$ cat config.mk
export PLATFORM = sky130hd
export DESIGN_NAME = csr_trap_sequencer
export DESIGN_NICKNAME = d
export VERILOG_FILES = /design/src/rtl/csr_trap_sequencer.sv
export SDC_FILE = /design/constraint.sdc
export NUM_CORES = 1
export LEC_CHECK = 0
export BUFFER_PORTS_ARGS = -buffer_cell sky130_fd_sc_hd__clkbuf_2
export CAP_MARGIN = 15
export CORE_MARGIN = 2
export CORE_UTILIZATION = 34
export CTS_BUF_LIST = sky130_fd_sc_hd__clkbuf_2
export DETAILED_ROUTE_END_ITERATION = 7
export PLACE_DENSITY_LB_ADDON = 0.08
export SETUP_SLACK_MARGIN = 0.3
export SYNTH_ARGS = -nofsm -noshare
export SYNTH_HDL_FRONTEND = slang
export SYNTH_SLANG_ARGS = --single-unit
$ cat constraint.sdc
create_clock -name clk -period 3.2 [get_ports clk]
set_input_delay 0.32 -clock clk [delete_from_list [all_inputs] [get_ports clk]]
set_output_delay 0.32 -clock clk [all_outputs]
set_load 0.01 [all_outputs]
$ cat src/rtl/csr_trap_sequencer.sv
// csr_trap_sequencer: arbitrates the machine-mode CSR write port between
// decoded Zicsr instructions and the trap-entry / MRET write sequences, and
// issues the fetch redirect that ends each sequence.
module csr_trap_sequencer #(
    parameter int XLEN        = 32,
    parameter bit VECTOR_EN   = 1'b1,
    parameter bit WRITE_MTVAL = 1'b1
) (
    input  logic            clk,
    input  logic            rst_n,
    input  logic            trap_valid,
    input  logic [XLEN-1:0] trap_cause,
    input  logic [XLEN-1:0] trap_pc,
    input  logic [XLEN-1:0] trap_tval,
    input  logic            mret_valid,
    input  logic            csr_op_valid,
    input  logic            csr_op_we,
    input  logic [11:0]     csr_op_addr,
    input  logic [XLEN-1:0] csr_op_wdata,
    output logic            csr_op_ready,
    input  logic [XLEN-1:0] csr_mstatus_i,
    input  logic [XLEN-1:0] csr_mtvec_i,
    input  logic [XLEN-1:0] csr_mepc_i,
    output logic            csr_we,
    output logic [11:0]     csr_waddr,
    output logic [XLEN-1:0] csr_wdata,
    output logic            stall,
    output logic            redirect_valid,
    output logic [XLEN-1:0] redirect_pc
);

    localparam logic [11:0]     ADDR_MSTATUS = 12'h300;
    localparam logic [11:0]     ADDR_MEPC    = 12'h341;
    localparam logic [11:0]     ADDR_MCAUSE  = 12'h342;
    localparam logic [11:0]     ADDR_MTVAL   = 12'h343;
    localparam logic [XLEN-1:0] LOW2_MASK    = XLEN'(3);

    typedef enum logic [2:0] {
        IDLE,
        T_MEPC,
        T_MCAUSE,
        T_MTVAL,
        T_MSTATUS,
        T_JUMP,
        R_MSTATUS,
        R_JUMP
    } state_t;

    state_t          state;
    logic [XLEN-1:0] cause_q;
    logic [XLEN-1:0] tval_q;
    logic            seq_we;
    logic [11:0]     seq_waddr;
    logic [XLEN-1:0] seq_wdata;
    logic            redir_vld;
    logic [XLEN-1:0] redir_pc;
    logic            op_write;

    // Clear the two low bits: PCs and MTVEC base are word aligned.
    function automatic logic [XLEN-1:0] align(input logic [XLEN-1:0] v);
        return v & ~LOW2_MASK;
    endfunction

    // Trap entry: stash MIE into MPIE, disable interrupts, previous mode = M.
    function automatic logic [XLEN-1:0] trap_mstatus(input logic [XLEN-1:0] m);
        logic [XLEN-1:0] r;
        r        = m;
        r[7]     = m[3];
        r[3]     = 1'b0;
        r[12:11] = 2'b11;
        return r;
    endfunction

    // MRET: restore MIE from MPIE, set MPIE, keep MPP at M (M-only core).
    function automatic logic [XLEN-1:0] mret_mstatus(input logic [XLEN-1:0] m);
        logic [XLEN-1:0] r;
        r        = m;
        r[3]     = m[7];
        r[7]     = 1'b1;
        r[12:11] = 2'b11;
        return r;
    endfunction

    // Handler address; only interrupts in mode 01 are vectored, modes 10/11 act as direct.
    function automatic logic [XLEN-1:0] trap_target(input logic [XLEN-1:0] mtvec,
                                                    input logic [XLEN-1:0] cause);
        logic [XLEN-1:0] base;
        base = align(mtvec);
        if (VECTOR_EN && (mtvec[1:0] == 2'b01) && cause[XLEN-1])
            return base + {{(XLEN-7){1'b0}}, cause[4:0], 2'b00};
        return base;
    endfunction

    // Sequencer FSM; the write/redirect for each state is registered on entry to it.
    always_ff @(posedge clk or negedge rst_n) begin
        if (!rst_n) begin
            state     <= IDLE;
            cause_q   <= '0;
            tval_q    <= '0;
            seq_we    <= 1'b0;
            seq_waddr <= '0;
            seq_wdata <= '0;
            redir_vld <= 1'b0;
            redir_pc  <= '0;
        end else begin
            seq_we    <= 1'b0;
            seq_waddr <= '0;
            seq_wdata <= '0;
            redir_vld <= 1'b0;
            redir_pc  <= '0;
            case (state)
                IDLE: begin
                    if (trap_valid) begin
                        state     <= T_MEPC;
                        cause_q   <= trap_cause;
                        tval_q    <= trap_tval;
                        seq_we    <= 1'b1;
                        seq_waddr <= ADDR_MEPC;
                        seq_wdata <= align(trap_pc);
                    end else if (mret_valid) begin
                        state     <= R_MSTATUS;
                        seq_we    <= 1'b1;
                        seq_waddr <= ADDR_MSTATUS;
                        seq_wdata <= mret_mstatus(csr_mstatus_i);
                    end
                end
                T_MEPC: begin
                    state     <= T_MCAUSE;
                    seq_we    <= 1'b1;
                    seq_waddr <= ADDR_MCAUSE;
                    seq_wdata <= cause_q;
                end
                T_MCAUSE: begin
                    seq_we <= 1'b1;
                    if (WRITE_MTVAL) begin
                        state     <= T_MTVAL;
                        seq_waddr <= ADDR_MTVAL;
                        seq_wdata <= tval_q;
                    end else begin
                        state     <= T_MSTATUS;
                        seq_waddr <= ADDR_MSTATUS;
                        seq_wdata <= trap_mstatus(csr_mstatus_i);
                    end
                end
                T_MTVAL: begin
                    state     <= T_MSTATUS;
                    seq_we    <= 1'b1;
                    seq_waddr <= ADDR_MSTATUS;
                    seq_wdata <= trap_mstatus(csr_mstatus_i);
                end
                T_MSTATUS: begin
                    state     <= T_JUMP;
                    redir_vld <= 1'b1;
                    redir_pc  <= trap_target(csr_mtvec_i, cause_q);
                end
                R_MSTATUS: begin
                    state     <= R_JUMP;
                    redir_vld <= 1'b1;
                    redir_pc  <= align(csr_mepc_i);
                end
                default: begin
                    state <= IDLE;
                end
            endcase
        end
    end

    // Write-port mux: sequence writes only happen outside IDLE, CSR ops only in IDLE.
    always_comb begin
        csr_op_ready   = rst_n & (state == IDLE) & ~trap_valid & ~mret_valid;
        op_write       = csr_op_ready & csr_op_valid & csr_op_we;
        csr_we         = seq_we | op_write;
        csr_waddr      = '0;
        csr_wdata      = '0;
        if (seq_we) begin
            csr_waddr = seq_waddr;
            csr_wdata = seq_wdata;
        end else if (op_write) begin
            csr_waddr = csr_op_addr;
            csr_wdata = csr_op_wdata;
        end
        stall          = rst_n & ((state != IDLE) | trap_valid | mret_valid);
        redirect_valid = redir_vld;
        redirect_pc    = redir_pc;
    end

    // Upstream is frozen by stall, so no new trap/MRET may arrive mid-sequence.
    no_event_while_busy: assert property (@(posedge clk) disable iff (!rst_n)
        (state != IDLE) |-> !(trap_valid || mret_valid));

endmodule

### Word-level counts from Yosys, hierarchy flattened

Index checks and enable logic that the tools add are counted.
Widths: inputs -> output; s select.

| storage, ports and cells | value |
|---|---|
| bits in registers | 145 |
| bits of input ports | 242 |
| logic and storage cells | 55 |
| output and inout bits | 80 |

| cells by class | value |
|---|---|
| bitwise operators | 11 |
| equal/unequal tests | 7 |
| add/subtract/negate cells | 1 |
| multiplexer cells | 22 |
| reduce and logical (&&, ||, !) cells | 6 |

Operator list:

| cell | number |
|---|---|
| $mux 32 | 6 |
| $pmux 32 s4 | 1 |
| $pmux 32 s2 | 1 |
| $pmux 10 s4 | 1 |
| $add 32x7->32 | 1 |
| $mux 12 | 2 |
| $mux 10 | 2 |
| $pmux 3 s6 | 1 |
| $and 1x1->1 | 6 |
| $eq 3x2->1 const B | 2 |
| $eq 3x3->1 const B | 2 |
| $mux 3 | 2 |
| $mux 1 | 5 |
| $eq 3x1->1 const B | 1 |
| $logic_not 3->1 | 1 |
| $ne 3x3->1 const B | 1 |
| $or 1x1->1 | 3 |
| $reduce_bool 3->1 | 1 |
| $reduce_or 3->1 | 1 |
| $eq 2x1->1 const B | 1 |
| $not 1->1 | 2 |
| $pmux 1 s2 | 1 |
| $reduce_and 2->1 | 1 |
| $reduce_or 2->1 | 1 |
| $logic_and 1x1->1 | 1 |

### Logic depth before layout (Yosys ltp)

| depth | value |
|---|---|
| word-level depth | 8 |
| depth in mapped cells | 7 |
| gate-level depth less buffers | 7 |

### Worst setup path before layout

No wires, ideal clock.

| timing | value |
|---|---|
| kind | register to output |
| from | reg state[2] |
| to | out csr_waddr[0] |
| stages on the path, launching flop included | 8 |
| data required time | 2,880 ps |
| arrival time | 1,797 ps |
| setup slack | 1,083 ps |
| path buffers | 2 |
| cell sequence | dfrtp_1 -> clkbuf_1 -> nor3_1 -> and3_1 -> nand3_1 -> nor2_1 -> buf_2 -> a22o_1 |

| on the way | value |
|---|---|
| word-level cells in the longest chain between the ends | 8 |

Ends and longest elaborated chain:

| what | line | RTL |
|---|---|---|
| from (decl) | 49 | `state_t state;` |
| from (signal assigned) | 97 | `state <= IDLE;` |
| from (signal assigned) | 114 | `state <= T_MEPC;` |
| from (signal assigned) | 121 | `state <= R_MSTATUS;` |
| $logic_not 3->1 | 170 | `csr_op_ready = rst_n & (state == IDLE) & ~trap_valid & ~mret_valid;` |
| $and 1x1->1 (3 in a row) | 170 |  |
| named net csr_op_ready | 20 | `output logic csr_op_ready,` |
| $and 1x1->1 (2 in a row) | 171 | `op_write = csr_op_ready & csr_op_valid & csr_op_we;` |
| $mux 12 | 178 | `end else if (op_write) begin` |
| $mux 12 | 175 | `if (seq_we) begin` |
| to (decl) | 25 | `output logic [11:0] csr_waddr,` |

The timed path passes the listed nets, and every way through them passes these cells.

### Worst setup path after layout

| timing | value |
|---|---|
| from | reg cause_q[0] |
| to | reg redir_pc[10] (netlist: redirect_pc[10]) |

| on the way | value |
|---|---|
| word-level cells in the longest chain between the ends | 4 |

Ends and longest elaborated chain:

| what | line | RTL |
|---|---|---|
| from (decl) | 50 | `logic [XLEN-1:0] cause_q;` |
| from (signal assigned) | 115 | `cause_q <= trap_cause;` |
| $add 32x7->32 | 90 | `return base + {{(XLEN-7){1'b0}}, cause[4:0], 2'b00};` |
| $mux 32 | 89 | `if (VECTOR_EN && (mtvec[1:0] == 2'b01) && cause[XLEN-1])` |
| $mux 32 | 91 | `return base;` |
| $pmux 32 s2 | 111 | `case (state)` |
| to (signal assigned) | 154 | `redir_pc <= trap_target(csr_mtvec_i, cause_q);` |
| to (signal assigned) | 159 | `redir_pc <= align(csr_mepc_i);` |
| to (decl) | 56 | `logic [XLEN-1:0] redir_pc;` |

No other way between the ends. The select of a mux whose other input is x is not followed.
A chain may end at the register's enable or synchronous reset.

==> impl_metrics.env <==
export IMPL_io_buffers=313
export IMPL_slew_violations=0
export IMPL_finalHoldViolCount=0
export IMPL_finClkSkew_ns=0.0367
export IMPL_cts_sinks=135
export IMPL_synth_cells=724
export IMPL_ys_warn_count=0
export IMPL_ys_types=54
export IMPL_whs_path_depth=4
export IMPL_synth_compound_area_share_pct=17.1
export IMPL_rsz0062_at_grt="true"
export IMPL_cts_root_buffer="clkbuf_2"
export IMPL_rows=51
export IMPL_hold_class="input port to flip-flop"
export IMPL_path_clk_slew_ns=0.22
export IMPL_dieArea_sq_um=20600
export IMPL_tightestPinTransition_ns=0.873
export IMPL_switching_share_pct=39.6
export IMPL_final_util_pct=55.7
export IMPL_drt_pass1_iter_count=8
export IMPL_clkLatencyLatePin_ns=0.72
export IMPL_numCtsBuffers=17
export IMPL_dpl_hpwl_microns=15600
export IMPL_coreArea_sq_um=19300
export IMPL_reg2reg_slack_ns=0.35
export IMPL_worstPathRequired_ns=3.82
export IMPL_min_delay_start="csr_mtvec_i[7]"
export IMPL_synth_seq_cells=135
export IMPL_fin_crit_ns=2.85
export IMPL_detail_route_iter0_violations=347
export IMPL_final_seq_area_sq_um=3380
export IMPL_postRouteAntennaNets=0
export IMPL_powerDensity_nw_per_um2=708
export IMPL_worstPathArrival_ns=3.47
export IMPL_clockBufferDepth=2
export IMPL_synth_adder_area_share_pct=1.25
export IMPL_critical_path_buf_inv_count=1
export IMPL_pwr_share_clk_pct=15.9
export IMPL_synth_top_family_by_area="simple AND/OR/NAND/NOR gates"
export IMPL_crit_path_max_incr_delay_ns=0.60
export IMPL_min_period_over_period_pct=89.0
export IMPL_muxShareOfSynthArea_pct=1.38
export IMPL_p_leak_uw=0.00567
export IMPL_r2r_start="cause_q[0]"
export IMPL_setup_violations=0
export IMPL_vdd_ir_drop_max_mv=0.375
export IMPL_layout_drive_gt1_share_pct=31.8
export IMPL_grt_overflow=0
export IMPL_synth_edf_count=0
export IMPL_nets=1460
export IMPL_crit_type="flip-flop to flip-flop"
export IMPL_wire_per_inst_microns=15.7
export IMPL_critPathMaxFanout=7
export IMPL_slew_headroom_pct=41.7
export IMPL_endpoint_kind="flip-flop"
export IMPL_grt_max_degree=137
export IMPL_cp_start_kind="flip-flop"
export IMPL_cap_viol_max_count=0
export IMPL_synth_xor_area_share_pct=2.51
export IMPL_fillers=1812
export IMPL_grtUsageTotal_pct=22.7
export IMPL_synth_seq_area_share_pct=51.0
export IMPL_ys_flop_type="dfrtp_1"
export IMPL_avgViaCountPerCell=4.85
export IMPL_grt_pass1_vias=7122
export IMPL_async_flop_share_pct=100
export IMPL_critical_path_top_delay_family="adder cells"
export IMPL_intPower_uw=4590
export IMPL_status="completed"
export IMPL_antenna_found_initial=3
export IMPL_fp_dieH_microns=144
export IMPL_cts_tree="yes"
export IMPL_hold_path_end="redirect_pc[8]"
export IMPL_max_freq_mhz=351
export IMPL_r2r_cells=8
export IMPL_synthToLayoutAreaGrowth_pct=62.1
export IMPL_netlist_area_sq_um=6620
export IMPL_cp_cell_sequence="ha_1 -> fa_1 -> a211oi_4 -> o21bai_1 -> nand3_1 -> xor2_1 -> a21oi_1 -> dlygate4sd3_1"
export IMPL_htree_levels=4
export IMPL_setup_tns_ns=0
export IMPL_start_util_pct=34.4
export IMPL_drc_errors=0
export IMPL_grt_pass1_wl_microns=36100
export IMPL_avgSynthCellArea_sq_um=9.15
export IMPL_place_congestion=0.799
export IMPL_yosys_area_share_simple_pct=23.4
export IMPL_multi_input_area_sq_um=3110
export IMPL_crit_slowest_cell="dlygate4sd3_1"
export IMPL_io_pins=322
export IMPL_finalWirelength_microns=23500
export IMPL_vias=7241
export IMPL_reg2reg_to="redirect_pc[10]"
export IMPL_die_x_microns=144
export IMPL_seq_power_share_pct=36.1
export IMPL_power_frac_comb_pct=48.0
export IMPL_p_sw_uw=3010
[repair_timing]
| item | CTS | global route |
|---|---|---|
| resized for setup | 7 | 9 |
| buffers inserted | 3 | 0 |
| setup endpoints to repair | 34 | 27 |
| pin swaps | 1 | 1 |
| hold buffers | 187 | 0 |
| hold endpoints to repair | 262 | 0 |
[synthesized netlist by cell type, types with 3 or more instances]
library cell | count | area share, %
a211oi_1 | 12 | 1.4
a21oi_1 | 28 | 2.1
a222oi_1 | 28 | 4.2
a22o_1 | 37 | 4.9
and2_1 | 10 | 0.94
and3_1 | 5 | 0.47
and4_1 | 4 | 0.53
buf_1 | 6 | 0.34
buf_2 | 6 | 0.45
clkbuf_1 | 35 | 2.0
dfrtp_1 | 135 | 51
ha_1 | 5 | 0.94
inv_2 | 3 | 0.17
mux2i_1 | 8 | 1.2
nand2_1 | 255 | 14
nand3_1 | 9 | 0.68
nand4_1 | 10 | 0.94
nor2_1 | 24 | 1.4
nor2b_1 | 3 | 0.28
nor3_1 | 9 | 0.68
nor4_4 | 3 | 0.96
o21ai_0 | 29 | 2.2
or2_2 | 3 | 0.28
xnor2_1 | 5 | 0.66
xor2_1 | 14 | 1.9
[routing by layer]
| metal | wire length (microns) | GRT usage (%) |
|---|---|---|
| met5 | 0 | 0 |
| met2 | 11900 | 39.7 |
| met3 | 1260 | 5.10 |
| met4 | 247 | 5.57 |
| met1 | 10100 | 28.4 |
[cell usage in the layout (no fill, tap or decap), types with 3 or more instances in the layout]
cell / count
clkbuf_2: 327
nand2_1: 254
dlygate4sd3_1: 187
dfrtp_1: 134
a22o_1: 37
o21ai_0: 29
a222oi_1: 28
a21oi_1: 27
nor2_1: 22
xor2_1: 14
buf_4: 13
a211oi_1: 11
nand4_1: 10
and2_1: 9
nand3_1: 8
nor3_1: 8
mux2i_1: 8
xnor2_1: 5
ha_1: 5
and4_1: 4
and3_1: 4
bufinv_16: 4
diode_2: 3
inv_2: 3
or2_2: 3
nor4_4: 3
nor2b_1: 3
clkinv_4: 3
clkinvlp_4: 3
[worst max path at each step]
| stage | start | to | slack [ns] | cells after the start |
|---|---|---|---|---|
| after floorplan | state[2] | csr_waddr[0] | 1.08 | 7 |
| after global placement | csr_mtvec_i[2] | redirect_pc[30] | 0.74 | 8 |
| after detailed placement | trap_valid | csr_wdata[30] | 0.76 | 8 |
| after CTS | cause_q[0] | redirect_pc[10] | 0.32 | 8 |
| after global routing | cause_q[0] | redirect_pc[10] | 0.20 | 8 |
| final | cause_q[0] | redirect_pc[10] | 0.35 | 8 |
[power by group through the flow]
stage          clock [uW]  sequential, uW  combinational (uW)
2_1_floorplan           0            2750                1900
5_1_grt              1330            2820                4070
4_1_cts              1250            2740                3620
3_5_place_dp            0            2780                3030
6_report             1210            2750                3650
3_3_place_gp            0            2780                2990
[registers in the layout, indices dropped and copies added (netlist names)]
signal          cells
seq_we              1
tval_q             32
seq_wdata          32
redirect_valid      1
cause_q            32
redirect_pc        30
state               3
seq_waddr           4
[logic make-up after synthesis]
| logic type | Yosys count |
|---|---|
| compound gates | 153 |
| xor+xnor | 19 |
| fa+ha+maj | 6 |
| buf+inv | 54 |
| flops | 135 |
| mux | 9 |
| other cells | 1 |
| simple gates | 347 |
[metrics by stage]
step                worst slack, ns  hold WS [ns]  cell area (sq um)  power (uW)  instances
finish                        0.351        0.0927              10700        7600       1493
global route                  0.202        0.0503              10700        8220       1492
CTS                           0.316        0.0129              10700        7610       1490
detailed placement            0.757         0.462               8480        5810       1268
global placement              0.735         0.458               8480        5770       1268
floorplan                      1.08        0.0244               6630        4650        725
[worst min-delay path: stages]
cell and delay, ns:
clkbuf_2 0.12, nand3_1 0.08, xor2_1 0.15, a211oi_1 0.09
[layout make-up]
class | instances | share of cell area [%]
clock buffer | 17 | 0.792
multi-input combinational | 536 | 28.9
inverter | 5 | 0.175
sequential | 135 | 31.5
clock inverter | 15 | 1.86
timing repair buffer | 517 | 33.6
tap | 265 | 3.09
antenna | 3 | 0.0699
Power figures use the tool's default switching activity.
